--- src/rtl/ttt_board_writer_pkg.sv ---
// ttt_board_writer_pkg: cell/result/scan encodings and win-line evaluation for the tic-tac-toe input path
package ttt_board_writer_pkg;
  localparam logic [1:0] EMPTY = 2'b00, MARK_O = 2'b01, MARK_X = 2'b10;
  localparam logic [1:0] RES_PLAY = 2'b00, RES_O = 2'b01, RES_X = 2'b10, RES_DRAW = 2'b11;
  localparam logic [3:0] SC_CLEAR = 4'd9, SC_NONE = 4'd12, SC_MULTI = 4'd13;
  typedef enum logic [1:0] {IDLE, PRESS, COMMIT, RELEASE} deb_state_t;
  localparam int WIN_LINES [8][3] = '{'{0, 1, 2}, '{3, 4, 5}, '{6, 7, 8}, '{2, 5, 8},
                                      '{1, 4, 7}, '{0, 3, 6}, '{2, 4, 6}, '{0, 4, 8}};
  // scan codes are 3*row+col; the board cell index runs column-major from the bottom row
  function automatic logic [3:0] key_cell(input logic [3:0] code);
    key_cell = 4'(3 * int'(code % 4'd3) + 2 - int'(code / 4'd3));
  endfunction
  function automatic logic has_line(input logic [17:0] b, input logic [1:0] m);
    has_line = 1'b0;
    for (int i = 0; i < 8; i++)
      if (b[2*WIN_LINES[i][0] +: 2] == m && b[2*WIN_LINES[i][1] +: 2] == m && b[2*WIN_LINES[i][2] +: 2] == m)
        has_line = 1'b1;
  endfunction
  function automatic logic board_full(input logic [17:0] b);
    board_full = 1'b1;
    for (int k = 0; k < 9; k++)
      if (b[2*k +: 2] == EMPTY) board_full = 1'b0;
  endfunction
endpackage

--- src/rtl/ttt_board_writer_key_scan.sv ---
// ttt_key_scan: keypad column scanner producing one debounced-ready scan code per full 3-column scan
module ttt_key_scan
  import ttt_board_writer_pkg::*;
#(
  parameter int SCAN_DIV = 12500
) (
  input  logic       freq,
  input  logic       rst,
  output logic [2:0] key_col,
  input  logic [3:0] key_row,
  output logic [3:0] scan_code,
  output logic       scan_done
);
  localparam int DW = SCAN_DIV > 1 ? $clog2(SCAN_DIV) : 1;
  logic [DW-1:0] div;
  logic [3:0] row_m, row_s, rows, acc_code, hit_code, new_code;
  logic [1:0] acc_n, new_n, col_idx, row_idx;
  logic [2:0] hits, tot;
  logic wrap;
  assign wrap = div == DW'(SCAN_DIV - 1);
  assign col_idx = key_col[2] ? 2'd2 : key_col[1] ? 2'd1 : 2'd0;
  // keys 0 and # (row 3, columns 1/2) are masked so they read as no key
  assign rows = row_s & (key_col[0] ? 4'b1111 : 4'b0111);
  assign hits = 3'(rows[0]) + 3'(rows[1]) + 3'(rows[2]) + 3'(rows[3]);
  assign row_idx = rows[0] ? 2'd0 : rows[1] ? 2'd1 : rows[2] ? 2'd2 : 2'd3;
  assign hit_code = 4'(row_idx) * 4'd3 + 4'(col_idx);
  assign tot = 3'(acc_n) + hits;
  assign new_n = tot > 3'd1 ? 2'd2 : tot[1:0];
  assign new_code = hits != 3'd0 ? hit_code : acc_code;
  always_ff @(posedge freq or posedge rst)
    if (rst) begin
      div <= '0;
      key_col <= 3'b001;
      row_m <= '0;
      row_s <= '0;
      acc_n <= '0;
      acc_code <= '0;
      scan_code <= SC_NONE;
      scan_done <= 1'b0;
    end else begin
      row_m <= key_row;
      row_s <= row_m;
      scan_done <= 1'b0;
      div <= wrap ? '0 : div + 1'b1;
      if (wrap) begin
        key_col <= {key_col[1:0], key_col[2]};
        if (key_col[2]) begin
          scan_done <= 1'b1;
          scan_code <= new_n == 2'd0 ? SC_NONE : new_n == 2'd1 ? new_code : SC_MULTI;
          acc_n <= '0;
        end else begin
          acc_n <= new_n;
          acc_code <= new_code;
        end
      end
    end
endmodule

--- src/rtl/ttt_board_writer.sv ---
// ttt_board_writer: keypad debounce, move commit, board/turn registers and game result tracking
module ttt_board_writer
  import ttt_board_writer_pkg::*;
#(
  parameter int SCAN_DIV = 12500,
  parameter int DEBOUNCE = 20
) (
  input  logic        freq,
  input  logic        rst,
  output logic [2:0]  key_col,
  input  logic [3:0]  key_row,
  output logic [17:0] board,
  output logic        turn,
  output logic [1:0]  result,
  output logic        move_ok,
  output logic        move_rej
);
  localparam int CW = $clog2(DEBOUNCE + 1);
  logic [3:0] scan_code, code, nxt_code, k;
  logic scan_done, nxt_turn, nxt_ok, nxt_rej;
  logic [CW-1:0] cnt, nxt_cnt;
  logic [17:0] nxt_board;
  logic [1:0] nxt_result, mark;
  deb_state_t state, nxt_state;
  ttt_key_scan #(.SCAN_DIV(SCAN_DIV)) u_scan (
    .freq(freq), .rst(rst), .key_col(key_col), .key_row(key_row),
    .scan_code(scan_code), .scan_done(scan_done)
  );
  always_ff @(posedge freq or posedge rst)
    if (rst) begin
      state <= IDLE;
      cnt <= '0;
      code <= SC_NONE;
      board <= '0;
      turn <= 1'b0;
      result <= RES_PLAY;
      move_ok <= 1'b0;
      move_rej <= 1'b0;
    end else begin
      state <= nxt_state;
      cnt <= nxt_cnt;
      code <= nxt_code;
      board <= nxt_board;
      turn <= nxt_turn;
      result <= nxt_result;
      move_ok <= nxt_ok;
      move_rej <= nxt_rej;
    end
  always_comb begin
    nxt_state = state;
    nxt_cnt = cnt;
    nxt_code = code;
    nxt_board = board;
    nxt_turn = turn;
    nxt_result = result;
    nxt_ok = 1'b0;
    nxt_rej = 1'b0;
    k = key_cell(code);
    mark = turn ? MARK_X : MARK_O;
    case (state)
      IDLE:
        if (scan_done && scan_code < SC_NONE) begin
          nxt_state = PRESS;
          nxt_cnt = CW'(1);
          nxt_code = scan_code;
        end
      PRESS:
        if (cnt == CW'(DEBOUNCE)) nxt_state = COMMIT;
        else if (scan_done) begin
          nxt_cnt = cnt + 1'b1;
          nxt_state = scan_code == code ? PRESS : IDLE;
        end
      COMMIT: begin
        nxt_state = RELEASE;
        nxt_cnt = '0;
        if (code == SC_CLEAR) begin
          nxt_board = '0;
          nxt_turn = 1'b0;
          nxt_result = RES_PLAY;
        end else if (result == RES_PLAY && board[2*k +: 2] == EMPTY) begin
          nxt_board[2*k +: 2] = mark;
          nxt_turn = ~turn;
          nxt_ok = 1'b1;
          // mark encodings double as the winner's result code
          nxt_result = has_line(nxt_board, mark) ? mark : board_full(nxt_board) ? RES_DRAW : RES_PLAY;
        end else nxt_rej = 1'b1;
      end
      RELEASE:
        if (cnt == CW'(DEBOUNCE)) nxt_state = IDLE;
        else if (scan_done) nxt_cnt = scan_code == SC_NONE ? cnt + 1'b1 : '0;
      default: nxt_state = IDLE;
    endcase
  end
endmodule

--- config.mk ---
export PLATFORM = sky130hd
export DESIGN_NAME = ttt_board_writer
export DESIGN_NICKNAME = d
export VERILOG_FILES = /design/src/rtl/ttt_board_writer_pkg.sv /design/src/rtl/ttt_board_writer_key_scan.sv /design/src/rtl/ttt_board_writer.sv
export SDC_FILE = /design/constraint.sdc
export NUM_CORES = 1
export LEC_CHECK = 0
export CAP_MARGIN = 20
export CORE_MARGIN = 1.5
export CORE_UTILIZATION = 30
export CTS_CLUSTER_SIZE = 24
export DETAILED_ROUTE_END_ITERATION = 6
export PLACE_DENSITY = 0.45
export SLEW_MARGIN = 20
export SYNTH_ARGS = -nofsm -noshare
export SYNTH_HDL_FRONTEND = slang
export SYNTH_SLANG_ARGS = --single-unit
--- constraint.sdc ---
create_clock -name freq -period 19.5 [get_ports freq]
set_clock_uncertainty 0.1 [all_clocks]
set_input_delay 3.9 -clock freq [delete_from_list [all_inputs] [get_ports freq]]
set_output_delay 3.9 -clock freq [all_outputs]
set_load 0.05 [all_outputs]
After elaboration in Yosys (flattened, before gate mapping). Cells that the tools add are included.

Register bits after elaboration: 70. Bits in latches: 0. RAM bits: 0. Memory bits (read-only): 0. Output and inout bits: 26. Memories kept: 0.

Add/subtract/negate cells: 10. $mul: 2. Divide/modulo/power cells: 2. Order comparisons: 2. Equality and inequality tests: 25. Shifts and indexed selects: 3. Muxes and demuxes: 66. Bitwise operators: 3. Reduce and logical (&&, ||, !) cells: 39.

Operators by type and width (number): $mux W1 (36); $mux W18 (2); $neg A5 Y34 (1); $shift A2 B34 Y18 const A (1); $shiftx A2 B34 Y18 (1); $div A4 B2 Y32 const B (1); $mod A4 B2 Y32 const B (1); $mul A3 B32 Y4 const A (1); $mux W5 (6); $mux W2 (14); $logic_not A2 Y1 (13); $pmux W5 S4 (1); $bwmux W18 (1); $eq A2 B2 Y1 (9); $logic_and A1 B1 Y1 (18); $shiftx A18 B6 Y2 (1); $mux W4 (4); $add A14 B1 Y14 const B (1); $eq A14 B14 Y1 const B (1); $mux W14 (1); $eq A4 B4 Y1 const B (2); $ne A2 B2 Y1 const B (4); $pmux W2 S4 (1); $reduce_and A2 Y1 (4); 22 further kinds (27).

Longest topological paths before layout. Gate-level depths: netlist of run 1.

Depth after elaboration: 24. Mapped depth: 32.

Cells and area by module. From an unflattened synthesis of run 1, not the netlist that was laid out.

Cell total of the unflattened synthesis: 534. Area total of the unflattened synthesis: 4952.2 um^2.

Modules (own cells, without submodules): ttt_board_writer (times used 1, cells each 388, area an instance 3249.4 um^2); ttt_key_scan (times used 1, cells each 146, area an instance 1702.9 um^2).

Worst setup path before layout of run 1. OpenSTA, ideal clock, no wires.

Kind: reg-to-reg. Start: register code[3]. End: register result[0]. Arrival time: 6991 ps. Setup slack: 12330 ps. Cell stages (with the launch flop): 30. Cell sequence: dfstp_2 -> and2b_4 -> ha_1 -> ha_1 -> nand2b_2 -> mux2_2 -> ha_1 -> o21bai_1 -> or2_2 -> and2_1 -> a21o_1 -> ha_1 -> inv_1 -> fa_1 -> inv_1 -> ha_1 -> nand2_1 -> or4b_1 -> nand3_2 -> xor2_2 -> inv_2 -> ha_1 -> clkbuf_1 -> nor4bb_1 -> nand2b_1 -> or2_1 -> a221oi_1 -> o2111a_1 -> a22oi_1 -> mux2i_1.

Cells in the longest elaborated chain, start to end: 24. Elaborated cells between the ends (all ways): 76. Classes of those cells: 3 x add/sub; 1 x mul; 2 x div; 10 x eq/ne; 3 x shift; 28 x mux; 29 x reduce/logical.

RTL lines: start: declaration (RTL line ttt_board_writer.sv:19) `logic [3:0] scan_code, code, nxt_code, k;`; start signal: assignment (RTL line ttt_board_writer.sv:42) `code <= nxt_code;`; $mod A4 B2 Y32 (RTL line ttt_board_writer_pkg.sv:11) `key_cell = 4'(3 * int'(code % 4'd3) + 2 - int'(code / 4'd3));`; $mul A3 B32 Y4 (RTL line ttt_board_writer_pkg.sv:11); $add A4 B3 Y4 (RTL line ttt_board_writer_pkg.sv:11); $sub A4 B4 Y4 (RTL line ttt_board_writer_pkg.sv:11); $neg A5 Y34 (RTL line ttt_board_writer.sv:81) `nxt_board[2*k +: 2] = mark;`; $shiftx A2 B34 Y18 / $shift A2 B34 Y18 (equally long branches) (RTL line ttt_board_writer.sv:81); $bwmux W18 (RTL line ttt_board_writer.sv:81); $logic_not A2 Y1 / $eq A2 B2 Y1 (equally long branches) (RTL line ttt_board_writer_pkg.sv:22, ttt_board_writer_pkg.sv:16); $mux W1 / $logic_and A1 B1 Y1 (equally long branches) (2 in a row) (RTL line ttt_board_writer_pkg.sv:22, ttt_board_writer_pkg.sv:16); $mux W1 (on tied branches) (7 in a row) (RTL line ttt_board_writer_pkg.sv:22, ttt_board_writer_pkg.sv:16); $mux W1 (on tied branches) (RTL line ttt_board_writer.sv:80, ttt_board_writer_pkg.sv:16); $mux W1 (on tied branches) (RTL line ttt_board_writer.sv:76, ttt_board_writer.sv:80); $mux W1 (on tied branches) (RTL line ttt_board_writer.sv:60, ttt_board_writer.sv:76); $mux W2 / $mux W1 (equally long branches) (RTL line ttt_board_writer.sv:85, ttt_board_writer.sv:60); $mux W2 (RTL line ttt_board_writer.sv:85) `nxt_result = has_line(nxt_board, mark) ? mark : board_full(nxt_board) ? RES_DRAW : RES_PLAY;`; $mux W2 (RTL line ttt_board_writer.sv:80) `end else if (result == RES_PLAY && board[2*k +: 2] == EMPTY) begin`; $mux W2 (RTL line ttt_board_writer.sv:76) `if (code == SC_CLEAR) begin`; end signal: assignment (RTL line ttt_board_writer.sv:45) `result <= nxt_result;`; end: declaration (RTL line ttt_board_writer.sv:14) `output logic [1:0] result,`.

Several ways; a longest one is shown, not always the timed one. The select of a mux whose other input is x is not followed. A chain may end at the register's enable or synchronous reset.

Worst setup path in the final report of run 1. Ends and elaborated chain as after synthesis.

==> impl_metrics.tcl, run 1 <==
set metrics [dict create \
    status "complete, no violations" \
    grt_pass1_wl_mm 18.9 \
    port_buffers 31 \
    fmax_mhz 127 \
    fillers 1512 \
    die_y_um 126 \
    synth_area_leaders "dfrtp_1 36%, ha_1 5.8%, nor2_1 5.1%" \
    synth_warnings 0 \
    layout-drive-gt1-share_pct 11.4 \
    clkPwrFrac_pct 51.9 \
    synth.mux.area_fraction_pct 6.38 \
    swShare_pct 22.4 \
    worstReg2RegEnd "result[0]$_DFFE_PP0P_" \
    htreeDepth 3 \
    holdPathStages 0 \
    overflow 0 \
    cp.required_ns 19.67 \
    ys_ff_latch 70 \
    cp-end-kind "flop" \
    hold_violations 0 \
    synth_fa_ha_area_share_pct 8.45 \
    timing.rr.start "code[3]$_DFFE_PP1P_" \
    netlist_area_um2 4530 \
    total_leakage_power_nw 2.26 \
    synth_xor_area_share_pct 5.17 \
    gp_congestion 0.838 \
    p_int_w 0.000253 \
    finalSetupTns_ns 0 \
    synth_nets 528 \
    start_util_pct 30.9 \
    peakVddDrop_mv 0.0497 \
    max-slew-margin-rel_pct 41.8 \
    yosysSeqAreaShare_pct 38.8 \
    antenna_found_initial 0 \
    tightest_slew_ns 0.873 \
    crit_type "reg -> reg" \
    cts.sinks 70 \
    worstSetupStartpointType "flop" \
    period_minus_slack_ns 7.87 \
    route.detailed.wl_per_inst_um 15.6 \
    cts-root-buf "clkbuf_16" \
    yosysUniqueCellTypes 69 \
    r2r_slack_ns 11.63 \
    synthFlopType "dfrtp_1" \
    synthArstFlopShare_pct 100 \
    setup_violations 0 \
    cp_common_cell "ha_1" \
    drcViolationCount 0 \
    r2r_cells 30 \
    die_w_um 126 \
    pin_count 32 \
    combPwrFrac_pct 3.1 \
    core_area_um2 14600 \
    worstSkewPairLatency_ns 0.34 \
    syn_inst 495 \
    clk_pin_slew_worst_paths_ns 0.06 \
    first_pass_iters 7 \
    synth_top_family_by_area "simple AND/OR/NAND/NOR gates" \
    place_area_um2 5040 \
    ant_nets 0 \
    postCtsSetupRepairBufs 0 \
    pwr-share-seq_pct 44.9 \
    hold_path_startpoint "u_scan.row_m[1]$_DFF_PP0_" \
    synth_edf_count 0 \
    stdcell_area_um2 5350 \
    rsz0062_at_grt "no" \
    crit_family "simple AND/OR/NAND/NOR gates" \
    worstPathMaxFanout 9 \
    final_net_count 561 \
    p_per_area_nw_per_um2 61.0 \
    synth_compound_area_share_pct 17.9 \
    viasPerCell 5.16 \
    holdWs_ns 0.251 \
    design.die.area_um2 15800 \
    cap_violations 0 \
    grt_usage_pct 15.1 \
    antenna_cells 0 \
    grt_max_degree 71 \
    synth.avg_cell_area_um2 9.15 \
    hold_class "reg -> reg" \
    cp.arrival_ns 8.04 \
    slowest_delay_ns 0.57 \
    synth_top_area_share_pct 35.9 \
    area_delta_synth_final_pct 18.1 \
    hold_buffers 0 \
    drtIter0Drc 232 \
    maxSlewViolCount 0 \
    tritoncts "done" \
    slowest_stage "or4b_1" \
    cts.repair.resized 0 \
    dp_hpwl_mm 8.31 \
    cts_inserted_buffers 9 \
    wirelength_mm 11.2 \
    worstHoldEndpoint "u_scan.row_s[1]$_DFF_PP0_" \
    post-route-period-util_pct 40.4 \
    yosysTopAreaCell "dfrtp_1" \
    cts_buffer_depth 2 \
    grt_pass1_vias 3669 \
    vias 3700 \
    finalPower_w 0.000326 \
    worst-path-buf-inv 3 \
    synth-simple-area-share_pct 19.9 \
    core.rowCount 44 \
    p_switching_w 0.0000730 \
]
[cell type report]
class                           count  area [um^2]  share of cell area (%)
Clock buffer                       10          239                    4.47
Clock inverter                      6         68.8                    1.29
Inverter                           29          109                    2.04
Multi-Input combinational cell    385         2620                    48.9
Sequential cell                    70         1760                    32.9
Tap cell                          184          230                    4.31
Timing Repair Buffer               33          325                    6.08
[how the worst max path moves through the flow]
stage | from | end | cells after the start | slack, ns
after floorplan | code[3]$_DFFE_PP1P_ | result[0]$_DFFE_PP0P_ | 29 | 12.33
after global placement | code[3]$_DFFE_PP1P_ | result[0]$_DFFE_PP0P_ | 30 | 11.94
after detailed placement | code[3]$_DFFE_PP1P_ | result[1]$_DFFE_PP0P_ | 28 | 11.72
after CTS | code[3]$_DFFE_PP1P_ | result[0]$_DFFE_PP0P_ | 28 | 11.72
after global routing | code[3]$_DFFE_PP1P_ | result[0]$_DFFE_PP0P_ | 30 | 11.17
final | code[3]$_DFFE_PP1P_ | result[0]$_DFFE_PP0P_ | 30 | 11.63
[synthesized netlist by cell type, drive strengths merged, types with 10 or more instances]
cell     count
o2bb2ai     11
nand3       21
dfrtp       65
nor3        11
xor2        12
o21ai       40
mux2        14
nand2b      10
xnor2       13
inv         29
ha          21
nor2        61
a21oi       19
nand2       58
[flip-flops by register name, summed over array words and instances, names as in the netlist, 2 cells and up, named ones only]
signal / flops
board: 18
cnt: 5
code: 4
result: 2
u_scan.acc_code: 4
u_scan.acc_n: 2
u_scan.div: 14
u_scan.key_col: 3
u_scan.row_m: 4
u_scan.row_s: 4
u_scan.scan_code: 4
[stage by stage]
step	instances	utilization, %	setup slack [ns]
floorplan	495	-	12.33
global placement	701	34.4	11.94
detailed placement	701	34.4	11.72
CTS	717	36.5	11.72
global route	717	36.5	11.17
finish	717	36.5	11.63
[power by group through the flow]
stage                     sequential [W]  clock (W)  combinational (W)
final                           0.000146   0.000169          0.0000102
after global routing            0.000146   0.000181          0.0000123
after CTS                       0.000146   0.000175          0.0000108
after detailed placement        0.000149          0          0.0000106
after global placement          0.000149          0          0.0000106
after floorplan                 0.000149          0         0.00000735
[logic make-up after synthesis]
kind of cell               count (synthesis)
muxes                                     23
xor gates and xnor gates                  25
adders and majority gates                 27
buffers and inverters                     40
DFF                                       70
and+or+nand+nor                          191
AOI/OAI and AO/OA                        119
[layer usage]
layer | GRT usage, % | up-vias | wire (um)
met3 | 3.23 | 13 | 470
li1 | - | 1820 | -
met2 | 23.6 | 80 | 5380
met1 | 20.3 | 1787 | 5140
met4 | 6.22 | 0 | 215
met5 | 0 | - | 0
[cell usage in the layout, fill, tap and decap left out, drive strengths merged, types with 11 or more instances in the layout]
master	n
nor3	11
o21ai	40
nand2	58
nor2	61
ha	21
inv	31
nand3	21
xnor2	13
mux2	14
xor2	12
o2bb2ai	11
a21oi	19
dfrtp	65
clkdlybuf4s50	31
No activity file was read; power rests on OpenSTA's default activity.
==> inputs of run 2 (changes only) <==
PLACE_DENSITY = 0.47   (was 0.45)
clock period = 6.59 ns   (was 19.5 ns; I/O delays follow)
==> run 2 against run 1 <==
Critical path type unchanged. Clock power increased to 3.2 times the previous value. Non-clock buffer count increased by 31. Combinational power increased to 3.0 times the previous value. Largest power group unchanged. Highest routed layer unchanged.
==> impl_metrics.tcl, run 2 (same netlist as run 1, synthesis figures left out) <==
set metrics [dict create \
    die_w_um 126 \
    holdPathStages 0 \
    layout-drive-gt1-share_pct 21.3 \
    grt_pass1_wl_mm 19.9 \
    finalPower_w 0.00100 \
    largest-register "board" \
    design.die.area_um2 15800 \
    total_leakage_power_nw 2.47 \
    fillers 1468 \
    overflow 0 \
    antenna_cells 0 \
    status "complete, no violations" \
    cts_buffer_depth 2 \
    period_minus_slack_ns 6.39 \
    route.detailed.wl_per_inst_um 16.2 \
    worstPathMaxFanout 6 \
    final_net_count 592 \
    port_buffers 31 \
    cap_violations 0 \
    grt_pass1_vias 3832 \
    dp_hpwl_mm 8.88 \
    r2r_cells 30 \
    pwr-share-seq_pct 43.2 \
    core.rowCount 44 \
    cts-root-buf "clkbuf_16" \
    wirelength_mm 12.1 \
    gp_congestion 0.893 \
    final_common_cell "dfrtp_1" \
    start_util_pct 30.9 \
    reg_top3 "board x18, u_scan.div x14, cnt x5" \
    drtIter0Drc 192 \
    hold_buffers 0 \
    clk_pin_slew_worst_paths_ns 0.06 \
    ant_nets 0 \
    dpl_worst_slack_ns -0.138 \
    p_int_w 0.000779 \
    worstSetupStartpointType "flop" \
    post-route-period-util_pct 96.9 \
    grt_max_degree 71 \
    vias 3874 \
    p_switching_w 0.000224 \
    viasPerCell 5.18 \
    cts.sinks 70 \
    cp.arrival_ns 6.55 \
    largest_reg_flops 18 \
    cp-end-kind "flop" \
    tightest_slew_ns 0.901 \
    hold_violations 0 \
    worstSkewPairLatency_ns 0.34 \
    hold_class "reg -> reg" \
    antenna_found_initial 0 \
    multi_input_area_um2 2860 \
    die_y_um 126 \
    tritoncts "done" \
    max-slew-margin-rel_pct 39.9 \
    area_delta_synth_final_pct 29.1 \
    core_area_um2 14600 \
    cp_common_cell "ha_4" \
    fmax_mhz 157 \
    setup_ws_ns 0.204 \
    first_pass_iters 4 \
    slowest_delay_ns 0.54 \
    final_cell_mix "65 x dfrtp_1, 58 x nor2_1, 54 x nand2_1" \
    regArea_um2 1760 \
    cp.required_ns 6.75 \
    peakVddDrop_mv 0.147 \
    p_per_area_nw_per_um2 172 \
    slowest_stage "dfstp_2" \
    cts_inserted_buffers 9 \
    crit_type "reg -> reg" \
    drcViolationCount 0 \
    setup_violations 0 \
    htreeDepth 3 \
    grt_usage_pct 15.8 \
    swShare_pct 22.3 \
    combPwrFrac_pct 3.1 \
    clkPwrFrac_pct 53.7 \
    pin_count 32 \
    maxSlewViolCount 0 \
]
[run 2: cell count changes in the layout (fill, tap and decap cells not counted), sizes merged]
cell / change
clkbuf: -1
clkinv: -1
inv: +1
buf: +31
bufinv: +1
[run 2: what timing repair did]
item | 4_1_cts | 5_1_grt
pin swaps | 0 | 13
setup buffers | 0 | 8
gates resized for setup | 4 | 21
setup endpoints to repair | 2 | 2
[run 2: path summary, 6_finish.rpt]
check	start	slack [ns]	end
setup / recovery	code[3]$_DFFE_PP1P_	0.20	result[1]$_DFFE_PP0P_
hold reg to reg	u_scan.row_m[1]$_DFF_PP0_	0.25	u_scan.row_s[1]$_DFF_PP0_
min in group asynchronous	rst	1.47	board[17]$_DFFE_PP0P_
max in group asynchronous	rst	4.33	u_scan.div[2]$_DFF_PP0_
setup reg to reg	code[3]$_DFFE_PP1P_	0.20	result[1]$_DFFE_PP0P_
hold / removal	u_scan.row_m[1]$_DFF_PP0_	0.25	u_scan.row_s[1]$_DFF_PP0_
[run 2: power by group through the flow]
stage / clock, W / combinational [W] / sequential (W)
after floorplan: 0 / 0.0000218 / 0.000441
after global placement: 0 / 0.0000316 / 0.000441
after detailed placement: 0 / 0.0000322 / 0.000441
after CTS: 0.000556 / 0.0000322 / 0.000433
after global routing: 0.000572 / 0.0000373 / 0.000433
final: 0.000539 / 0.0000308 / 0.000433
[run 2: metal layers]
metal	vias to the layer above	part of all wire [%]	track usage (%)
met2	51	50	26.7
met1	1930	46	20.3
met4	0	1.2	5.34
met3	10	2.8	3.19
met5	-	0	0
li1	1883	-	-
[run 2: critical path: cells and delay by family (launching register included)]
family	cells	cell delay, ns
buffers and inverters	3	0.18
adders and majority gates	7	1.83
muxes	3	0.79
AOI/OAI and AO/OA	6	1.01
and+or+nand+nor	10	1.70
DFF	1	0.54
xor gates and xnor gates	1	0.17
[run 2: cell type report]
type / count / area share [%]
Inverter: 29 / 1.86
Clock buffer: 9 / 3.85
Multi-Input combinational cell: 385 / 49.0
Clock inverter: 7 / 1.76
Sequential cell: 70 / 30.1
Tap cell: 184 / 3.94
Timing Repair Buffer: 64 / 9.55
[run 2: through the flow]
step                      hold slack (ns)  utilization [%]  setup TNS (ns)  instances  instance area (um^2)
after floorplan                     0.231                -               0        495                  4660
after global placement              0.235             36.4         -0.0451        724                  5330
after detailed placement            0.237             36.4          -0.243        724                  5330
after CTS                           0.252             38.8               0        740                  5680
after global routing                0.261             39.9         -0.0595        748                  5850
final                               0.248             39.9               0        748                  5850
==> inputs of run 3 (changes only) <==
PLACE_DENSITY = 0.45   (was 0.47)
SKIP_LAST_GASP = 1   (was default)
clock period = 6.27 ns   (was 6.59 ns; I/O delays follow)
==> run 3 against run 2 <==
The run now ends with negative setup slack left. Sequential share of layout area decreased by 0.24 points. First-iteration DRC count up 40%. Hold slack got worse by 0.0013 ns. Via count grew 1.5%. Clock power down 8.2%. Register-to-register slack got worse by 0.25 ns. Flip-flop and latch count unchanged. Die area did not move. Utilization rose by 0.32 points. Clock-buffer cell count rose by 1. Routed wire length grew 2.1%. Sequential power rose by 5.1%. Critical path type unchanged. Largest power group unchanged. Highest routed layer unchanged.
==> impl_metrics.tcl, run 3 (same netlist as run 1, synthesis figures left out) <==
set metrics [dict create \
    violations "negative setup slack" \
    status "complete, but fails checks" \
    die_w_um 126 \
    peakVddDrop_mv 0.170 \
    antenna_cells 0 \
    core_area_um2 14600 \
    cts.sinks 70 \
    period_minus_slack_ns 6.32 \
    place_area_um2 5470 \
    fmax_mhz 158 \
    largest_reg_flops 18 \
    clk_pin_slew_worst_paths_ns 0.06 \
    ant_nets 0 \
    maxSlewViolCount 0 \
    finalSetupTns_ns -0.0902 \
    rsz0062_at_grt "yes" \
    tightest_slew_ns 0.949 \
    p_per_area_nw_per_um2 167 \
    crit_type "reg -> reg" \
    setup_violations 2 \
    total_leakage_power_nw 2.51 \
    max-slew-margin-rel_pct 36.3 \
    port_buffers 31 \
    cap_violations 0 \
    overflow 0 \
    drcViolationCount 0 \
    start_util_pct 30.9 \
    gp_congestion 0.882 \
    viasPerCell 5.15 \
    dp_hpwl_mm 8.95 \
    final_cell_mix "65 x dfrtp_1, 59 x nor2_1, 54 x nand2_1" \
    cp_common_cell "ha_4" \
    grt_pass1_vias 4092 \
    final_common_cell "dfrtp_1" \
    worst-path-buf-inv 3 \
    vias 3932 \
    layout-drive-gt1-share_pct 22.6 \
    grt_pass1_wl_mm 20.6 \
    cts_inserted_buffers 9 \
    hold_class "reg -> reg" \
    grt_max_degree 71 \
    final_core_util_pct 40.2 \
    core.rowCount 44 \
    hold_violations 0 \
    area_delta_synth_final_pct 30.1 \
    cp.arrival_ns 6.49 \
    reg_top3 "board x18, u_scan.div x14, cnt x5" \
    worstSkewPairLatency_ns 0.34 \
    first_pass_iters 7 \
    fillers 1481 \
    route.detailed.wl_per_inst_um 16.2 \
    pin_count 32 \
    antenna_found_initial 0 \
    htreeDepth 3 \
    worstPathMaxFanout 6 \
    drtIter0Drc 268 \
    stdcell_area_um2 5890 \
    design.die.area_um2 15800 \
    worstSetupStartpointType "flop" \
    wirelength_mm 12.3 \
    cp-end-kind "flop" \
    final_net_count 607 \
    tritoncts "done" \
    cp.required_ns 6.44 \
    cts_buffer_depth 2 \
    crit_family "simple AND/OR/NAND/NOR gates" \
    slowest_stage "dfstp_2" \
    cts-root-buf "clkbuf_16" \
    largest-register "board" \
    die_y_um 126 \
    post-route-period-util_pct 101 \
    setup_ws_ns -0.0484 \
    grt_usage_pct 16.5 \
    slowest_delay_ns 0.53 \
]
==> run 3: layout make-up <==
cell class                 count  area (um^2)  share of cell area [%]
clock inverter                 6         45.0                   0.764
tap                          184          230                    3.91
sequential                    70         1760                    29.8
inverter                      29          111                    1.89
multi-input combinational    385         2840                    48.2
timing repair buffer          79          671                    11.4
clock buffer                  10          239                    4.06
==> run 3: where the power goes <==
part           leakage [nW]  internal [W]  switching [W]   total, W
clock network         0.132      0.000281       0.000214   0.000495
logic                  1.45     0.0000112      0.0000211  0.0000323
registers             0.927      0.000454    0.000000970   0.000455
==> run 3: stage by stage <==
stage	setup WS, ns	power (W)	std cells	hold WS (ns)
floorplan	-0.0990	0.000486	495	0.231
global placement	-0.0938	0.000497	735	0.234
detailed placement	-0.148	0.000498	735	0.235
CTS	-0.0313	0.00100	761	0.249
global route	-0.276	0.00102	763	0.257
finish	-0.0484	0.000983	763	0.247
==> run 3: layer usage <==
metal  wire length [um]  track usage, %  vias up  share of wire [%]
met3                504            3.40       13                4.1
met4                197            6.02        0                1.6
met1               5780            21.7     1916                 47
met5                  0               0        -                  0
met2               5850            27.1       87                 47
li1                   -               -     1916                  -
==> run 3: repair_timing <==
action | CTS | global route
gates resized for setup | 2 | 7
pin swaps | 6 | 4
setup endpoints to repair | 2 | 2
hold buffers | 0 | 0
setup buffers | 10 | 2
==> run 3: path summary, 6_finish.rpt <==
path                                                  end                 startpoint  slack (ns)  depth (start not counted)
min in group asynchronous       u_scan.row_s[0]$_DFF_PP0_                        rst        1.41                          3
max                                 result[0]$_DFFE_PP0P_        code[3]$_DFFE_PP1P_       -0.05                         28
max in group asynchronous  u_scan.acc_code[1]$_DFFE_PP0P_                        rst        4.06                          3
min                             u_scan.row_s[2]$_DFF_PP0_  u_scan.row_m[2]$_DFF_PP0_        0.25                          0
max reg2reg                         result[0]$_DFFE_PP0P_        code[3]$_DFFE_PP1P_       -0.05                         28
min reg2reg                     u_scan.row_s[2]$_DFF_PP0_  u_scan.row_m[2]$_DFF_PP0_        0.25                          0
